--- src/rtl/multicycle_shifter.sv ---
// Multicycle 32-bit shifter: SLL / SRA computed over five clock edges by a
// 16/8/4/2/1 stage sequence applied to a single working register, with a
// valid/ready handshake on both sides and an optional zero-amount bypass.
module multicycle_shifter #(
  parameter int FAST_ZERO = 1
) (
  input  logic        clock,
  input  logic        reset,
  input  logic        in_valid,
  output logic        in_ready,
  input  logic        in_op,
  input  logic [31:0] in_operand,
  input  logic [4:0]  in_shamt,
  output logic        out_valid,
  input  logic        out_ready,
  output logic [31:0] out_result,
  output logic        busy
);

  localparam int DATA_W = 32;

  typedef enum logic [1:0] {
    IDLE  = 2'd0,
    SHIFT = 2'd1,
    DONE  = 2'd2
  } state_t;

  state_t            state;
  state_t            state_nxt;
  logic [DATA_W-1:0] work;
  logic              op;
  logic [4:0]        amt;
  logic [2:0]        step;

  // One stage of the barrel sequence: step 0..4 selects weight 16..1 and the
  // matching amount bit. SRA fills from bit 31 of the current working value.
  function automatic logic [DATA_W-1:0] stage_shift(
    input logic [DATA_W-1:0] v,
    input logic              sra,
    input logic [2:0]        idx,
    input logic [4:0]        a
  );
    logic signed [DATA_W-1:0] sv;
    logic [4:0]               w;
    logic                     en;
    sv = signed'(v);
    w  = 5'd16 >> idx;
    case (idx)
      3'd0:    en = a[4];
      3'd1:    en = a[3];
      3'd2:    en = a[2];
      3'd3:    en = a[1];
      3'd4:    en = a[0];
      default: en = 1'b0;
    endcase
    if (!en) begin
      return v;
    end
    if (sra) begin
      return DATA_W'(sv >>> w);
    end
    return v << w;
  endfunction

  // State register.
  always_ff @(posedge clock or negedge reset) begin
    if (!reset) begin
      state <= IDLE;
    end else begin
      state <= state_nxt;
    end
  end

  // Next-state and handshake outputs, all decoded from the current state.
  always_comb begin
    state_nxt  = state;
    in_ready   = 1'b0;
    out_valid  = 1'b0;
    busy       = 1'b1;
    out_result = work;
    case (state)
      IDLE: begin
        in_ready = 1'b1;
        busy     = 1'b0;
        if (in_valid) begin
          // A zero amount needs no stages, so it may skip straight to DONE.
          if ((FAST_ZERO != 0) && (in_shamt == 5'd0)) begin
            state_nxt = DONE;
          end else begin
            state_nxt = SHIFT;
          end
        end
      end
      SHIFT: begin
        if (step == 3'd4) begin
          state_nxt = DONE;
        end
      end
      DONE: begin
        out_valid = 1'b1;
        if (out_ready) begin
          state_nxt = IDLE;
        end
      end
      default: begin
        state_nxt = IDLE;
      end
    endcase
  end

  // Request capture on acceptance, then one shift stage per edge in SHIFT.
  // Operands are only sampled in IDLE, so later input changes are ignored.
  always_ff @(posedge clock or negedge reset) begin
    if (!reset) begin
      work <= '0;
      op   <= 1'b0;
      amt  <= 5'd0;
      step <= 3'd0;
    end else begin
      case (state)
        IDLE: begin
          if (in_valid) begin
            work <= in_operand;
            op   <= in_op;
            amt  <= in_shamt;
            step <= 3'd0;
          end
        end
        SHIFT: begin
          work <= stage_shift(work, op, step, amt);
          step <= step + 3'd1;
        end
        default: begin
        end
      endcase
    end
  end

endmodule

--- config.mk ---
export PLATFORM = sky130hd
export DESIGN_NAME = multicycle_shifter
export DESIGN_NICKNAME = d
export VERILOG_FILES = /design/src/rtl/multicycle_shifter.sv
export SDC_FILE = /design/constraint.sdc
export NUM_CORES = 1
export LEC_CHECK = 0
export BUFFER_PORTS_ARGS = -buffer_cell sky130_fd_sc_hd__buf_4
export CAP_MARGIN = 20
export CORE_ASPECT_RATIO = 0.6
export CORE_MARGIN = 5
export CORE_UTILIZATION = 40
export DETAILED_ROUTE_END_ITERATION = 10
export GPL_ROUTABILITY_DRIVEN = 0
export PLACE_DENSITY_LB_ADDON = 0.1
export SLEW_MARGIN = 20
export SYNTH_ARGS = -nofsm -noshare
export SYNTH_HDL_FRONTEND = slang
export SYNTH_SLANG_ARGS = --single-unit
--- constraint.sdc ---
create_clock -name clock -period 3.2 [get_ports clock]
set_input_delay 0.32 -clock clock [delete_from_list [all_inputs] [get_ports clock]]
set_output_delay 0.32 -clock clock [all_outputs]
set_load 0.01 [all_outputs]
Yosys cells after proc, flatten, opt, wreduce, memory -nomap -nowiden
Cells that the tools add are included.
{"block": "classes", "add_sub_neg": 1, "n_eq_ne": 9, "shift": 3, "n_mux": 23, "n_reduce_logical": 7}
{"op": "32-bit 2-to-1 mux", "count": 5}
{"op": "32-bit one-hot mux with 2 select lines", "count": 1}
{"op": "32-bit by 5-bit left shift with 32-bit output", "count": 1}
{"op": "32-bit by 5-bit >>> shifter with 32-bit output", "count": 1}
{"op": "1-bit 2-to-1 mux", "count": 9}
{"op": "2-bit 2-to-1 mux", "count": 4}
{"op": "3-bit by 2-bit equality test with 1-bit output (second input constant)", "count": 2}
{"op": "2-bit inequality test (second input constant)", "count": 3}
{"op": "2-bit one-hot mux with 3 select lines", "count": 1}
{"op": "3-bit one-hot mux with 2 select lines", "count": 1}
{"op": "5-bit logical NOT", "count": 1}
{"op": "1-bit one-hot mux with 5 select lines", "count": 1}
{"op": "5-bit by 3-bit right shift with 5-bit output (first input constant)", "count": 1}
{"op": "2-bit AND reduction", "count": 2}
{"op": "3-bit by 1-bit adder with 3-bit output (second input constant)", "count": 1}
{"op": "3-bit by 1-bit equality test with 1-bit output (second input constant)", "count": 1}
{"op": "3-bit equality test (second input constant)", "count": 1}
{"op": "3-bit logical NOT", "count": 1}
{"op": "3-bit 2-to-1 mux", "count": 1}
{"op": "3-bit AND reduction", "count": 1}
{"op": "2-bit by 1-bit equality test with 1-bit output (second input constant)", "count": 1}
{"op": "2-bit equality test (second input constant)", "count": 1}
{"op": "2-bit logical NOT", "count": 1}
{"op": "2-bit nonzero test", "count": 1}
{"block": "word_totals", "register_bits": 43, "out_inout_bits": 35}

Longest topological paths before layout
{"block": "logic_depth", "ltp_word": 10, "depth_mapped": 13}

Worst setup path after synthesis
OpenSTA, ideal clock, no wires.
{"block": "synth_path", "path_kind": "register to register", "startpoint": "register step[2]", "endpoint": "register work[2], in the netlist out_result[2]", "setup_ns": 0.132, "arrival_time_ns": 2.635, "required_ns": 3.068, "path_slack_ns": 0.433, "stages_incl_launch_ff": 13, "n_path_buf": 4, "cell_sequence": "dfrtp_1 buf_2 inv_2 buf_1 ha_1 buf_6 buf_6 mux2i_1 mux2i_1 a21oi_1 or4b_1 o311ai_1 a21oi_1"}
{"block": "synth_between", "elab_chain_len": 7}
{"item": "from (decl)", "line_no": "33", "source": "logic [2:0] step;"}
{"item": "from (signal assigned)", "line_no": "131", "source": "step <= step + 3'd1;"}
{"item": "parallel branches: the longest is 5 deep, another holds 32-bit by 5-bit >>> shifter with 32-bit output"}
{"item": "32-bit 2-to-1 mux *", "line_no": "59", "source": "if (sra) begin"}
{"item": "32-bit one-hot mux with 2 select lines *", "line_no": "120", "source": "case (state)"}
{"item": "to (signal assigned)", "line_no": "123", "source": "work <= in_operand;"}
{"item": "to (signal assigned)", "line_no": "130", "source": "work <= stage_shift(work, op, step, amt);"}
{"item": "to (decl)", "line_no": "30", "source": "logic [DATA_W-1:0] work;"}
Every way passes the cells marked *. The select of a mux whose other input is x is not followed.
A chain may end at the register's enable or synchronous reset.

Final worst setup path
{"block": "layout_path", "startpoint": "register step[0]", "endpoint": "register work[4], in the netlist out_result[4]"}
Same word-level chain as after synthesis.

==> impl_summary.log <==
INFO  metric detailedPlace.worstSlack = 0.102 ns
INFO  metric number_of_antenna_violations_at_the_first_check_in_global_routing = 0
INFO  metric cts_setup_buffers = 0
INFO  metric via_count = 7973
INFO  metric synth.yosys.warnings = 0
INFO  metric cp-start-kind = flop
INFO  metric track_usage = 0.354
INFO  metric num-nets-final = 919
INFO  metric maxClockFrequency = 304 MHz
INFO  metric syn_nets = 868
INFO  metric endpoint_kind = flop
INFO  metric grt_first_pass_wirelength = 50.1 mm
INFO  metric dp_hpwl = 24.8 mm
INFO  metric vias_per_cell = 7.38
INFO  metric count_of_unique_library_cells_instantiated_by_yosys = 87
INFO  metric clk_path_buf_depth = 2
INFO  metric cts_max_level = 2
INFO  metric dpl.cell_count = 1073
INFO  metric crit_arrival = 3.54 ns
INFO  metric grt_start_max_net_pins = 70
INFO  metric ant_nets = 0
INFO  metric cts.reportedPaths.clkPinSlew = 0.07 ns
INFO  metric period_minus_ws_final = 3.29 ns
INFO  metric starting_utilization_of_the_core_area = 0.403
INFO  metric synth-seq-cells = 43
INFO  metric overflow = 0
INFO  metric worstHoldPathType = in -> async
INFO  metric worst_ep_required = 3.45 ns
INFO  metric die-area = 18900 sq um
INFO  metric clk-insertion-delay-late = 0.31 ns
INFO  metric fillCellCount = 1635
INFO  metric core = 16000 sq um
INFO  metric layout_skew = 0.00547 ns
INFO  metric r2r-start = step[0]$_DFFE_PN0P_
INFO  metric hold_ws = 0.0262 ns
INFO  metric run_status = finished, violations left
INFO  metric cts_root_buffer = clkbuf_16
INFO  metric max_slew_margin = 0.346
INFO  metric violations = design-rule violations, negative setup slack
INFO  metric criticalPathCategory = reg -> reg
INFO  metric timing.final.setup_violations = 1
INFO  metric hold_viol_final = 0
INFO  metric syn-instance-count = 820
INFO  metric post_route_cells_drive_above_1_share = 0.249
INFO  metric tritoncts_num_sinks = 43
INFO  metric max-cap-violations = 0
INFO  metric setup.worst_path.start = step[0]$_DFFE_PN0P_
INFO  metric synth-async-reset-ratio = 1.00
INFO  metric postRouteWirelength = 34.1 mm
INFO  metric areaGrowthSynthToFinish = 15.1%
INFO  metric grt_pass1_vias = 7582
INFO  metric boundaryPins = 77
INFO  metric antenna-diode-count = 0
INFO  metric ys_top_cells_by_area = dfrtp_1 17%, mux2i_1 15%, mux2_2 5.9%
INFO  metric final.setup.worst_slack = -0.0896 ns
INFO  metric input_output_buffers = 76
INFO  metric placementRows = 36
INFO  metric yosysSeqAreaShare = 0.167
INFO  metric detail_route.drc_violations = 3
INFO  metric post-synth-top-area-cell = dfrtp_1
INFO  metric ys.flop_type = dfrtp_1
INFO  metric detailedRoute.firstPassIterationCount = 11
INFO  metric post_synth_edffs = 0
INFO  metric synth_area = 6460 sq um
INFO  metric grt_setup_unrepaired = false
INFO  metric chipHeight = 108 um
INFO  metric wl_per_cell = 31.6 um
INFO  metric min_period_over_period = 1.03
INFO  metric timing_max_transition_violations_final = 0
INFO  metric critical_path.max_fanout = 19
INFO  metric cts_inserted_buffers = 5
INFO  metric final_cells = 1081
INFO  metric first_iter_violations = 1548
INFO  metric clock_tree_from_tritoncts = done
INFO  metric synth_largest_type_area_fraction = 0.167
INFO  metric synth.avg_cell_area = 7.88 sq um
INFO  metric worst_pin_slew = 0.981 ns
INFO  metric die_width = 174 um
INFO  metric post_cts_hold_buffer_count = 0
-- sequential cells by signal (all words and copies together), names as in the netlist --
signal,count
amt,5
step,3
out_result,32
op,1
state,2
-- kinds of logic (layout without fill, tap and decap cells) --
group,count (synthesis),count (layout),synth area share
DFF,43,43,0.167
buffers and inverters,101,153,0.0907
AOI/OAI and AO/OA,268,268,0.295
adders and majority gates,6,6,0.0116
and+or+nand+nor,263,263,0.197
muxes,139,139,0.239
-- path summary, 6_finish.rpt --
| check | endpoint | slack [ns] | cells after the start |
|---|---|---|---|
| worst max-delay path | out_result[4]$_DFFE_PN0P_ | -0.09 | 9 |
| worst min-delay path | op$_DFFE_PN0P_ | 0.03 | 1 |
| worst max register to register | out_result[4]$_DFFE_PN0P_ | -0.09 | 9 |
| worst min register to register | amt[0]$_DFFE_PN0P_ | 0.51 | 1 |
| max in group asynchronous | step[2]$_DFFE_PN0P_ | 2.69 | 1 |
| min in group clock | amt[4]$_DFFE_PN0P_ | 0.25 | 2 |
-- area by class of cell --
class	instances	area, sq um	area share
multi-input cells	676	4820	0.648
flip-flops and latches	43	1080	0.145
repair buffers	132	1070	0.143
well taps	209	262	0.0352
clock buffers	7	153	0.0205
inverters	13	48.8	0.00657
clock inverters	1	7.51	0.00101
-- what timing repair did --
item                                    4_1_cts  5_1_grt
endpoints found under the hold margin         0        0
resized for setup                             0        2
endpoints found under the setup margin        0        2
-- Yosys cell counts, types with 6 or more instances --
cell type,number
a221oi_1,20
buf_6,12
dfrtp_1,43
o2111ai_1,6
mux4_2,8
nor2_1,78
and2_1,7
or3_1,6
o21ai_0,32
mux2_2,34
a211oi_1,16
buf_2,35
nor3_1,20
inv_1,9
nor2b_1,10
ha_1,6
nand2b_1,10
a22o_1,6
nand2_1,79
a21oi_1,52
nand3_1,17
a31oi_1,24
a22oi_1,11
clkbuf_1,22
o211ai_1,11
o22ai_1,18
a2111oi_0,6
buf_4,16
nand4_1,6
mux2i_1,95
-- per-stage QoR --
| stage | utilization | area, sq um | setup TNS, ns |
|---|---|---|---|
| 4_1_cts | 0.463 | 7420 | 0 |
| 3_5_place_dp | 0.453 | 7260 | 0 |
| 3_3_place_gp | 0.453 | 7260 | -0.0246 |
| 6_report | 0.463 | 7430 | -0.0896 |
| 5_1_grt | 0.463 | 7430 | 0 |
| 2_1_floorplan | - | 6460 | 0 |
-- cells in the final DEF, fill, tap and decap left out, drive strengths merged, types with 5 or more instances in the layout --
master   count
mux4         8
nand2       80
a22oi       11
ha           6
or3          6
dfrtp       43
clkbuf       7
nor4         5
nand4        6
a211oi      16
o2111ai      6
inv         12
o21ai       36
o32a         5
o22ai       19
a22o         6
nand2b      11
buf        132
nor2        83
mux2i       95
nor2b       10
mux2        36
nand3       17
a21oi       53
a31oi       24
a211o        5
a2111oi      6
a221oi      22
nor3        21
and2         7
o211ai      11
-- layer usage --
layer | track usage | wire (um) | vias to the layer above
met2 | 0.488 | 12900 | 755
li1 | - | - | 3239
met3 | 0.179 | 6030 | 162
met1 | 0.480 | 13700 | 3815
met5 | 0.0391 | 99 | -
met4 | 0.102 | 1400 | 2
-- worst max-delay path: stages, from the launching register on --
cell	delay, ns
dfrtp_1	0.42
inv_1	0.11
ha_2	0.49
buf_12	0.25
or2_1	0.29
a21oi_1	0.12
a221oi_2	0.55
nor2_1	0.08
a2111oi_1	0.64
o32a_1	0.26
Power is not shown: default switching activity piles up to over one toggle a cycle in this logic, so the estimate is an artifact.
